$ cat config.mk
export PLATFORM = sky130hd
export DESIGN_NAME = sync_fifo
export DESIGN_NICKNAME = d
export VERILOG_FILES = /design/src/rtl/fifo_pkg.sv /design/src/rtl/sfifo_mem.sv /design/src/rtl/sync_fifo.sv
export SDC_FILE = /design/constraint.sdc
export NUM_CORES = 1
export LEC_CHECK = 0
export CAP_MARGIN = 15
export CORE_ASPECT_RATIO = 1.4
export CORE_MARGIN = 1.5
export CORE_UTILIZATION = 62
export DETAILED_ROUTE_END_ITERATION = 10
export DONT_BUFFER_PORTS = 1
export PLACE_DENSITY = 0.8
export REMOVE_ABC_BUFFERS = 1
export SLEW_MARGIN = 40
export SYNTH_ARGS = -nofsm -noshare
export SYNTH_HDL_FRONTEND = slang
export SYNTH_SLANG_ARGS = --single-unit
$ cat constraint.sdc
create_clock -name clk -period 3.7 [get_ports clk]
set_clock_uncertainty 0.15 [all_clocks]
set_input_delay 0.925 -clock clk [delete_from_list [all_inputs] [get_ports clk]]
set_output_delay 0.925 -clock clk [all_outputs]
set_load 0.01 [all_outputs]
$ cat src/rtl/fifo_pkg.sv
// fifo_pkg: shared helpers and types for the single-clock FIFO.
// Latency: n/a (types and constant functions only).
// Backpressure: n/a.
package fifo_pkg;

  // Pointer width; a one-entry FIFO still needs a 1-bit address.
  function automatic int addr_w(input int depth);
    return (depth > 1) ? $clog2(depth) : 1;
  endfunction

  // Occupancy width: one extra bit so that count == DEPTH is representable.
  function automatic int cnt_w(input int depth);
    return $clog2(depth) + 1;
  endfunction

  typedef struct packed {
    logic full;
    logic empty;
    logic almost_full;
    logic almost_empty;
  } fifo_status_t;

endpackage

$ cat src/rtl/sfifo_mem.sv
// sfifo_mem: DEPTH x DATA_WIDTH storage array, one write port, one async read port.
// Latency: write lands on posedge; read is combinational from raddr.
// Backpressure: none; the caller gates we.
// Ports: clk; we/waddr/wdata write port; raddr/rdata read port. Contents are not reset.
module sfifo_mem #(
  parameter int DATA_WIDTH = 51,
  parameter int DEPTH      = 4,
  parameter int ADDR       = 2
) (
  input  logic                  clk,
  input  logic                  we,
  input  logic [ADDR-1:0]       waddr,
  input  logic [DATA_WIDTH-1:0] wdata,
  input  logic [ADDR-1:0]       raddr,
  output logic [DATA_WIDTH-1:0] rdata
);

  logic [DATA_WIDTH-1:0] mem [DEPTH];

  always_ff @(posedge clk) begin
    if (we) begin
      mem[waddr] <= wdata;
    end
  end

  assign rdata = mem[raddr];

endmodule

$ cat src/rtl/sync_fifo.sv
// sync_fifo: single-clock FIFO with occupancy, almost flags, sticky errors, flush.
// Latency: FWFT=1 head visible the cycle after the push; FWFT=0 rdata valid one cycle after pop.
// Backpressure: push at full is dropped (overflow) unless a pop is accepted the same cycle.
// Ports: clk/rstn; flush; push/wdata write side; pop/rdata/rvalid read side;
//        full/empty/almost_full/almost_empty/count status; clr_err/overflow/underflow debug.
module sync_fifo
  import fifo_pkg::*;
#(
  parameter int DATA_WIDTH = 51,
  parameter int DEPTH      = 4,
  parameter int AF_LEVEL   = DEPTH - 1,
  parameter int AE_LEVEL   = 1,
  parameter int FWFT       = 1
) (
  input  logic                     clk,
  input  logic                     rstn,
  input  logic                     flush,
  input  logic                     push,
  input  logic [DATA_WIDTH-1:0]    wdata,
  input  logic                     pop,
  output logic [DATA_WIDTH-1:0]    rdata,
  output logic                     rvalid,
  output logic                     full,
  output logic                     empty,
  output logic                     almost_full,
  output logic                     almost_empty,
  output logic [$clog2(DEPTH):0]   count,
  input  logic                     clr_err,
  output logic                     overflow,
  output logic                     underflow
);

  localparam int ADDR = addr_w(DEPTH);
  localparam int CW   = cnt_w(DEPTH);

  logic [ADDR-1:0]       wptr;
  logic [ADDR-1:0]       rptr;
  logic [CW-1:0]         cnt;
  logic [DATA_WIDTH-1:0] mem_rdata;
  fifo_status_t          st;
  logic                  push_acc;
  logic                  pop_acc;

  // Every flag is a pure decode of the count register, so all status
  // outputs move only on a clock edge or on reset.
  always_comb begin
    st              = '0;
    st.full         = (cnt == CW'(DEPTH));
    st.empty        = (cnt == '0);
    st.almost_full  = (int'(cnt) >= AF_LEVEL);
    st.almost_empty = (int'(cnt) <= AE_LEVEL);
  end

  assign full         = st.full;
  assign empty        = st.empty;
  assign almost_full  = st.almost_full;
  assign almost_empty = st.almost_empty;
  assign count        = cnt;

  // A pop frees a slot in the same cycle, so a push at full still goes in
  // when paired with an accepted pop. A pop at empty is never accepted, even
  // alongside a push: the new word is not yet readable.
  assign pop_acc  = pop & ~st.empty;
  assign push_acc = push & (~st.full | pop_acc);

  sfifo_mem #(
    .DATA_WIDTH (DATA_WIDTH),
    .DEPTH      (DEPTH),
    .ADDR       (ADDR)
  ) u_mem (
    .clk   (clk),
    .we    (push_acc & ~flush),
    .waddr (wptr),
    .wdata (wdata),
    .raddr (rptr),
    .rdata (mem_rdata)
  );

  always_ff @(posedge clk or negedge rstn) begin
    if (!rstn) begin
      wptr <= '0;
      rptr <= '0;
      cnt  <= '0;
    end else if (flush) begin
      wptr <= '0;
      rptr <= '0;
      cnt  <= '0;
    end else begin
      if (push_acc) begin
        wptr <= wptr + 1'b1;
      end
      if (pop_acc) begin
        rptr <= rptr + 1'b1;
      end
      case ({push_acc, pop_acc})
        2'b10:   cnt <= cnt + 1'b1;
        2'b01:   cnt <= cnt - 1'b1;
        default: cnt <= cnt;
      endcase
    end
  end

  // Sticky error flags: a fresh error in the same cycle as clr_err wins.
  // Errors reflect the attempted operation and are not masked by flush.
  always_ff @(posedge clk or negedge rstn) begin
    if (!rstn) begin
      overflow  <= 1'b0;
      underflow <= 1'b0;
    end else begin
      if (push & ~push_acc) begin
        overflow <= 1'b1;
      end else if (clr_err) begin
        overflow <= 1'b0;
      end
      if (pop & st.empty) begin
        underflow <= 1'b1;
      end else if (clr_err) begin
        underflow <= 1'b0;
      end
    end
  end

  generate
    if (FWFT != 0) begin : g_fwft
      // Head entry is always presented; valid whenever anything is stored.
      assign rdata  = mem_rdata;
      assign rvalid = ~st.empty;
    end else begin : g_reg
      logic [DATA_WIDTH-1:0] rdata_q;
      logic                  rvalid_q;

      always_ff @(posedge clk or negedge rstn) begin
        if (!rstn) begin
          rdata_q  <= '0;
          rvalid_q <= 1'b0;
        end else if (flush) begin
          rvalid_q <= 1'b0;
        end else if (pop_acc) begin
          rdata_q  <= mem_rdata;
          rvalid_q <= 1'b1;
        end else begin
          rvalid_q <= 1'b0;
        end
      end

      assign rdata  = rdata_q;
      assign rvalid = rvalid_q;
    end
  endgenerate

endmodule
==> metrics.md, run 1 <==
| Metric | Value |
|---|---|
| Die ar. | `0.0137 mm^2` |
| Worst r2r src | `count[0]` |
| HP Class | `in -> reg` |
| Maximum vdd ir drop | `0.000472 V` |
| Crit Path Class | `reg -> out` |
| Vias per cell | `6.44` |
| Max Cap Viol | `0` |
| WP data arrival | `2.06 ns` |
| Vias post-DR | `3385` |
| Post-synth ARST share | `4.23%` |
| RSZ-0062 raised after global routing | `no` |
| Ys flop type | `edfxtp_1` |
| Mapped Avg Cell Area | `23.4 um^2` |
| Mapped cell area | `0.00806 mm^2` |
| Number of synthesized flops with an enable pin | `204` |
| First-pass GRT wire length | `20000 um` |
| Critical Path Fanout Max | `28` |
| GP Congestion | `0.863` |
| Port Buffers | `0` |
| Post-synth top cells | `edfxtp_1 (204), mux4_2 (51), dfrtp_1 (9), ha_1 (9), inv_1 (8)` |
| Clock root buffer | `clkbuf_16` |
| Yosys warnings | `0` |
| DR WL/cell | `25.5 um` |
| Startpoint types | `flip-flop` |
| Min Hold Slack | `0.365 ns` |
| Top-count cell post-synth | `edfxtp_1` |
| DRC | `0` |
| Die X | `99.4 um` |
| Inserted Clock Buffers | `19` |
| Setup violations, final | `0` |
| Most area-consuming cells after synthesis | `edfxtp_1 (76%), mux4_2 (14%), dfrtp_1 (2.8%), ha_1 (1.4%), buf_4 (0.56%)` |
| Actual slew at the worst max-slew pin | `0.704 ns` |
| Setup Buffers After CTS | `0` |
| Fmax | `319 MHz` |
| Ant diodes | `0` |
| Total gr overflow | `0` |
| XOR/XNOR share of the synthesized area | `0.109%` |
| Row cnt | `49` |
| Post-Syn Instances | `344` |
| Setup TNS | `0 ns` |
| CP Data Required Time | `2.62 ns` |
| Crit path time final | `3.13 ns` |
| Post-layout nets | `427` |
| Largest family of logic cells by synthesized area | `multiplexers` |
| Reg2reg end | `u_mem.mem[1][35]` |
| Post-placement cell area | `0.00831 mm^2` |
| PwrDens | `608 mW/mm^2` |
| Final Instance Area | `0.00886 mm^2` |
| Compound-gate portion of the synthesized area | `1.97%` |
| Global Route Usage Sum | `19.7%` |
| Dpl hpwl | `8430 um` |
| Clock buffer depth | `3` |
| Worst reg2reg path depth | `6` |
| Status | `finished, final reports clean` |
| Hold Crit Start | `flush` |
| 1st-iter DRT viols | `137` |
| Die Ht | `138 um` |
| CTS H-Tree Depth | `1` |
| Clock Sinks | `213` |
| Pin count of the biggest net entering global routing | `45` |
| Netlist cell types | `33` |
| Core ar. | `0.0128 mm^2` |
| I/O pins | `118` |
| Simple-gate share of the synthesized area | `1.35%` |
| Synth Register Bits | `213` |
| Final Hold Fails | `0` |
| R2R Setup Slk | `0.85 ns` |
| Hold path endpoint | `count[1]` |
| Relative slew slack | `53.1%` |
| Sequential area share after synthesis | `78.8%` |
| Initial antenna violation count | `0` |
| Critical Path End Type | `output pin` |
| Clock latency on the worst-skew pair | `0.47 ns` |
| ANT nets after route | `0` |
| Worst Hold Path Cells | `1` |
| Cell accounting for the most synthesized area | `edfxtp_1` |
| CTS tree | `built` |
| Post-synthesis mux area share | `14.6%` |
| DRT Wirelength | `13400 um` |
| Layout area overhead | `9.90%` |
| Share of the synthesized area in the top cell type | `76.0%` |
| Vias in the first global route | `3544` |
| Fin crit share | `84.7%` |
| Share of layout cells above drive strength 1 | `27.3%` |
| Initial Util | `63.2%` |
| Post-Synth Adder-Cell Area | `1.40%` |
| Clock Pin Slew Worst Setup and Hold Paths | `0.06 ns` |
| Max-slew violations | `0` |
| Drt first pass iters | `4` |
| Static leakage | `0.00279 uW` |
-- critical path, stage by stage (launching register included) --
cell,delay (ns)
dfrtp_2,0.82
buf_4,0.37
mux4_2,0.40
-- flip-flops by register name, summed over array words and instances, names as in the netlist --
register and count:
u_mem.mem 204, underflow 1, overflow 1, wptr 2, rptr 2, count 3
-- worst max path at each step --
stage / from / slack, ns / depth (start not counted) / to
finish: rptr[1] / 0.57 / 2 / rdata[37]
global route: rptr[1] / 0.48 / 2 / rdata[37]
CTS: rptr[1] / 0.52 / 2 / rdata[15]
detailed placement: count[0] / 0.86 / 6 / u_mem.mem[1][50]
global placement: count[0] / 0.94 / 6 / u_mem.mem[1][50]
floorplan: rptr[0] / -0.18 / 1 / rdata[0]
-- power by group --
group | internal, uW | switching (uW) | leakage, uW
combinational | 372 | 454 | 0.000560
clock | 942 | 777 | 0.000261
sequential | 2750 | 85.5 | 0.00197
total | 4070 | 1320 | 0.00279
-- cell type report --
cell class                 count  area [um^2]
timing repair buffer          12          155
fill                         785         3890
sequential                   213         6360
tap                          153          191
inverter                      11         43.8
multi-input combinational    104         1570
clock inverter                11         53.8
clock buffer                  22          487
-- placed cells by master (no fill, tap or decap), types with 2 or more instances in the layout --
cell type,n
a21boi_0,2
a21oi_1,5
a221oi_2,2
a22o_1,2
a311oi_1,2
and2_2,4
buf_12,5
buf_4,6
clkbuf_1,3
clkbuf_16,19
clkinv_1,5
clkinv_2,4
clkinvlp_4,2
dfrtp_1,7
edfxtp_1,204
ha_1,9
inv_1,8
inv_2,2
mux2i_1,2
mux4_2,51
nor2_1,5
o21ai_0,5
o31ai_1,2
-- metal layers --
| metal | global-route usage [%] | wire length, um | up-vias |
|---|---|---|---|
| li1 | - | - | 1468 |
| met1 | 23.5 | 4890 | 1757 |
| met2 | 34.1 | 7100 | 127 |
| met3 | 5.09 | 917 | 33 |
| met4 | 8.45 | 487 | 0 |
| met5 | 0 | 0 | - |
-- metrics by stage --
| stage | std cells | utilization [%] | setup slack (ns) | power [uW] |
|---|---|---|---|---|
| floorplan | 328 | - | -0.177 | 3540 |
| finish | 526 | 69.5 | 0.568 | 5380 |
| CTS | 526 | 69.5 | 0.516 | 5430 |
| global placement | 492 | 65.2 | 0.939 | 3700 |
| detailed placement | 492 | 65.2 | 0.861 | 3730 |
| global route | 526 | 69.5 | 0.485 | 5570 |
-- cell families (layout without fill, tap and decap cells) --
kind of cell	after synthesis	count (layout)
adders and majority gates	9	9
AOI/OAI and AO/OA	22	22
muxes	54	54
xor gates and xnor gates	1	1
DFF	213	213
buffers and inverters	27	56
and+or+nand+nor	18	18
-- timing repair --
item                                   in CTS  in global routing
endpoints found under the hold margin       9                  0
resized for setup                           0                  0
hold buffers                                1                  0
No activity file was read; power rests on OpenSTA's default activity.
==> run 2: changes to the inputs <==
--- a/config.mk
+++ b/config.mk
@@ -8,10 +8,10 @@
 export CAP_MARGIN = 15
 export CORE_ASPECT_RATIO = 1.4
 export CORE_MARGIN = 1.5
-export CORE_UTILIZATION = 62
+export CORE_UTILIZATION = 56
 export DETAILED_ROUTE_END_ITERATION = 10
 export DONT_BUFFER_PORTS = 1
-export PLACE_DENSITY = 0.8
+export PLACE_DENSITY = 0.76
 export REMOVE_ABC_BUFFERS = 1
 export SLEW_MARGIN = 40
 export SYNTH_ARGS = -nofsm -noshare
==> constraint.sdc (replaced) <==
create_clock -name clk -period 2.8 [get_ports clk]
set_clock_uncertainty 0.15 [all_clocks]
set_input_delay 0.7 -clock clk [delete_from_list [all_inputs] [get_ports clk]]
set_output_delay 0.7 -clock clk [all_outputs]
set_load 0.01 [all_outputs]
==> run 2 against run 1 <==
Against the previous run:
- wire length is 2.8% higher
- combinational power is 36% higher
- clock-buffer cell count is 3 higher
- critical path depth stayed put
- via count is 1.1% lower
- sequential power is 32% higher
- sequential share of layout area is 1.4 points lower
- flip-flop and latch count stayed put
- hold slack worse by 0.25 ns
- critical path type unchanged
- largest cell class unchanged
- largest power group unchanged
- highest routed layer unchanged
==> metrics.md, run 2 (synthesis gave the netlist of run 1 again) <==
| Metric | Value |
|---|---|
| Status | `finished, final reports clean` |
| Register name with the most flops | `u_mem.mem` |
| GP Congestion | `0.755` |
| Clock buffer depth | `3` |
| Startpoint types | `flip-flop` |
| Critical Path End Type | `output pin` |
| Static leakage | `0.00284 uW` |
| Max Cap Viol | `0` |
| WP data arrival | `1.86 ns` |
| Die Ht | `145 um` |
| Total gr overflow | `0` |
| Crit path time final | `2.71 ns` |
| Most common cell after layout, fill and taps aside | `edfxtp_1` |
| First-pass GRT wire length | `21400 um` |
| Largest register FFs | `204` |
| Dpl hpwl | `8700 um` |
| ANT nets after route | `0` |
| I/O pins | `118` |
| Fin crit share | `96.7%` |
| Vias in the first global route | `3702` |
| DR WL/cell | `24.5 um` |
| CTS H-Tree Depth | `1` |
| Setup violations, final | `0` |
| RSZ-0062 raised after global routing | `no` |
| Pin count of the biggest net entering global routing | `39` |
| Critical Path Fanout Max | `38` |
| Max-slew violations | `0` |
| Port Buffers | `0` |
| Layout area overhead | `12.0%` |
| DRC | `0` |
| Crit Path Class | `reg -> out` |
| Die X | `104 um` |
| Core ar. | `0.0140 mm^2` |
| CP Data Required Time | `1.95 ns` |
| Initial antenna violation count | `0` |
| Clock root buffer | `clkbuf_16` |
| PwrDens | `804 mW/mm^2` |
| Ant diodes | `0` |
| Vias per cell | `5.96` |
| HP Class | `in -> reg` |
| Share of layout cells above drive strength 1 | `27.9%` |
| Clock Sinks | `213` |
| Fmax | `370 MHz` |
| Vias post-DR | `3348` |
| Actual slew at the worst max-slew pin | `0.438 ns` |
| Maximum vdd ir drop | `0.000569 V` |
| DRT Wirelength | `13800 um` |
| Die ar. | `0.0151 mm^2` |
| Inserted Clock Buffers | `20` |
| Global Route Usage Sum | `18.7%` |
| Clock latency on the worst-skew pair | `0.48 ns` |
| Resize count post-CTS | `0` |
| Setup TNS | `0 ns` |
| Row cnt | `51` |
| Finished Core Util | `64.6%` |
| Post-layout nets | `431` |
| Most frequent cells in the layout | `edfxtp_1 (204), mux4_2 (51), clkbuf_16 (21), buf_12 (10), ha_1 (9)` |
| Relative slew slack | `70.8%` |
| 1st-iter DRT viols | `172` |
| Drt first pass iters | `4` |
| CTS tree | `built` |
| Final Hold Fails | `0` |
| Initial Util | `57.7%` |
| Clock Pin Slew Worst Setup and Hold Paths | `0.06 ns` |
run 2: what timing repair did:
item                                   CTS  global route
endpoints found under the hold margin    9             0
hold buffers                             1             0
buffers inserted                         1             0
setup endpoints to repair               11             0
run 2: worst max-delay path, stage by stage (launching register included):
cell and delay [ns]:
dfrtp_2 0.64, buf_12 0.31, mux4_2 0.41
run 2: final cells by class:
cell class	instances	area, um^2
Clock inverter	9	47.5
Fill cell	883	4940
Timing Repair Buffer	15	240
Clock buffer	25	541
Inverter	11	43.8
Tap cell	185	231
Multi-Input combinational cell	104	1570
Sequential cell	213	6360
run 2: worst paths after layout:
check,startpoint,end,slack (ns),cells past startpoint
min in group asynchronous,rstn,rptr[0],0.44,1
max in group asynchronous,rstn,rptr[0],1.73,1
worst min register to register,wptr[1],wptr[1],0.44,2
worst max register to register,count[0],u_mem.mem[3][34],0.22,6
worst max-delay path,rptr[1],rdata[17],0.09,2
worst min-delay path,flush,rptr[0],0.12,1
run 2: metrics by stage:
stage	area, um^2	worst slack [ns]	instances	total power (uW)	hold slack, ns
2_1_floorplan	7960	-0.852	328	4670	0.254
3_3_place_gp	8430	0.314	526	4910	0.255
3_5_place_dp	8430	0.217	526	4940	0.255
4_1_cts	9030	0.0398	562	7350	0.107
5_1_grt	9030	0.0166	562	7540	0.102
6_report	9030	0.0936	562	7270	0.119
run 2: report_power, final:
group          total (uW)  switching (uW)  internal [uW]
combinational        1120             607            515
sequential           3740            98.4           3640
clock                2410            1040           1370
total                7270            1750           5520
run 2: per-layer routing:
layer | GRT usage (%) | share of wire [%] | up-vias
met5 | 0 | 0 | -
met4 | 5.63 | 2.1 | 0
met3 | 4.94 | 6.8 | 21
met2 | 33.3 | 54 | 111
met1 | 22.3 | 37 | 1743
li1 | - | - | 1473
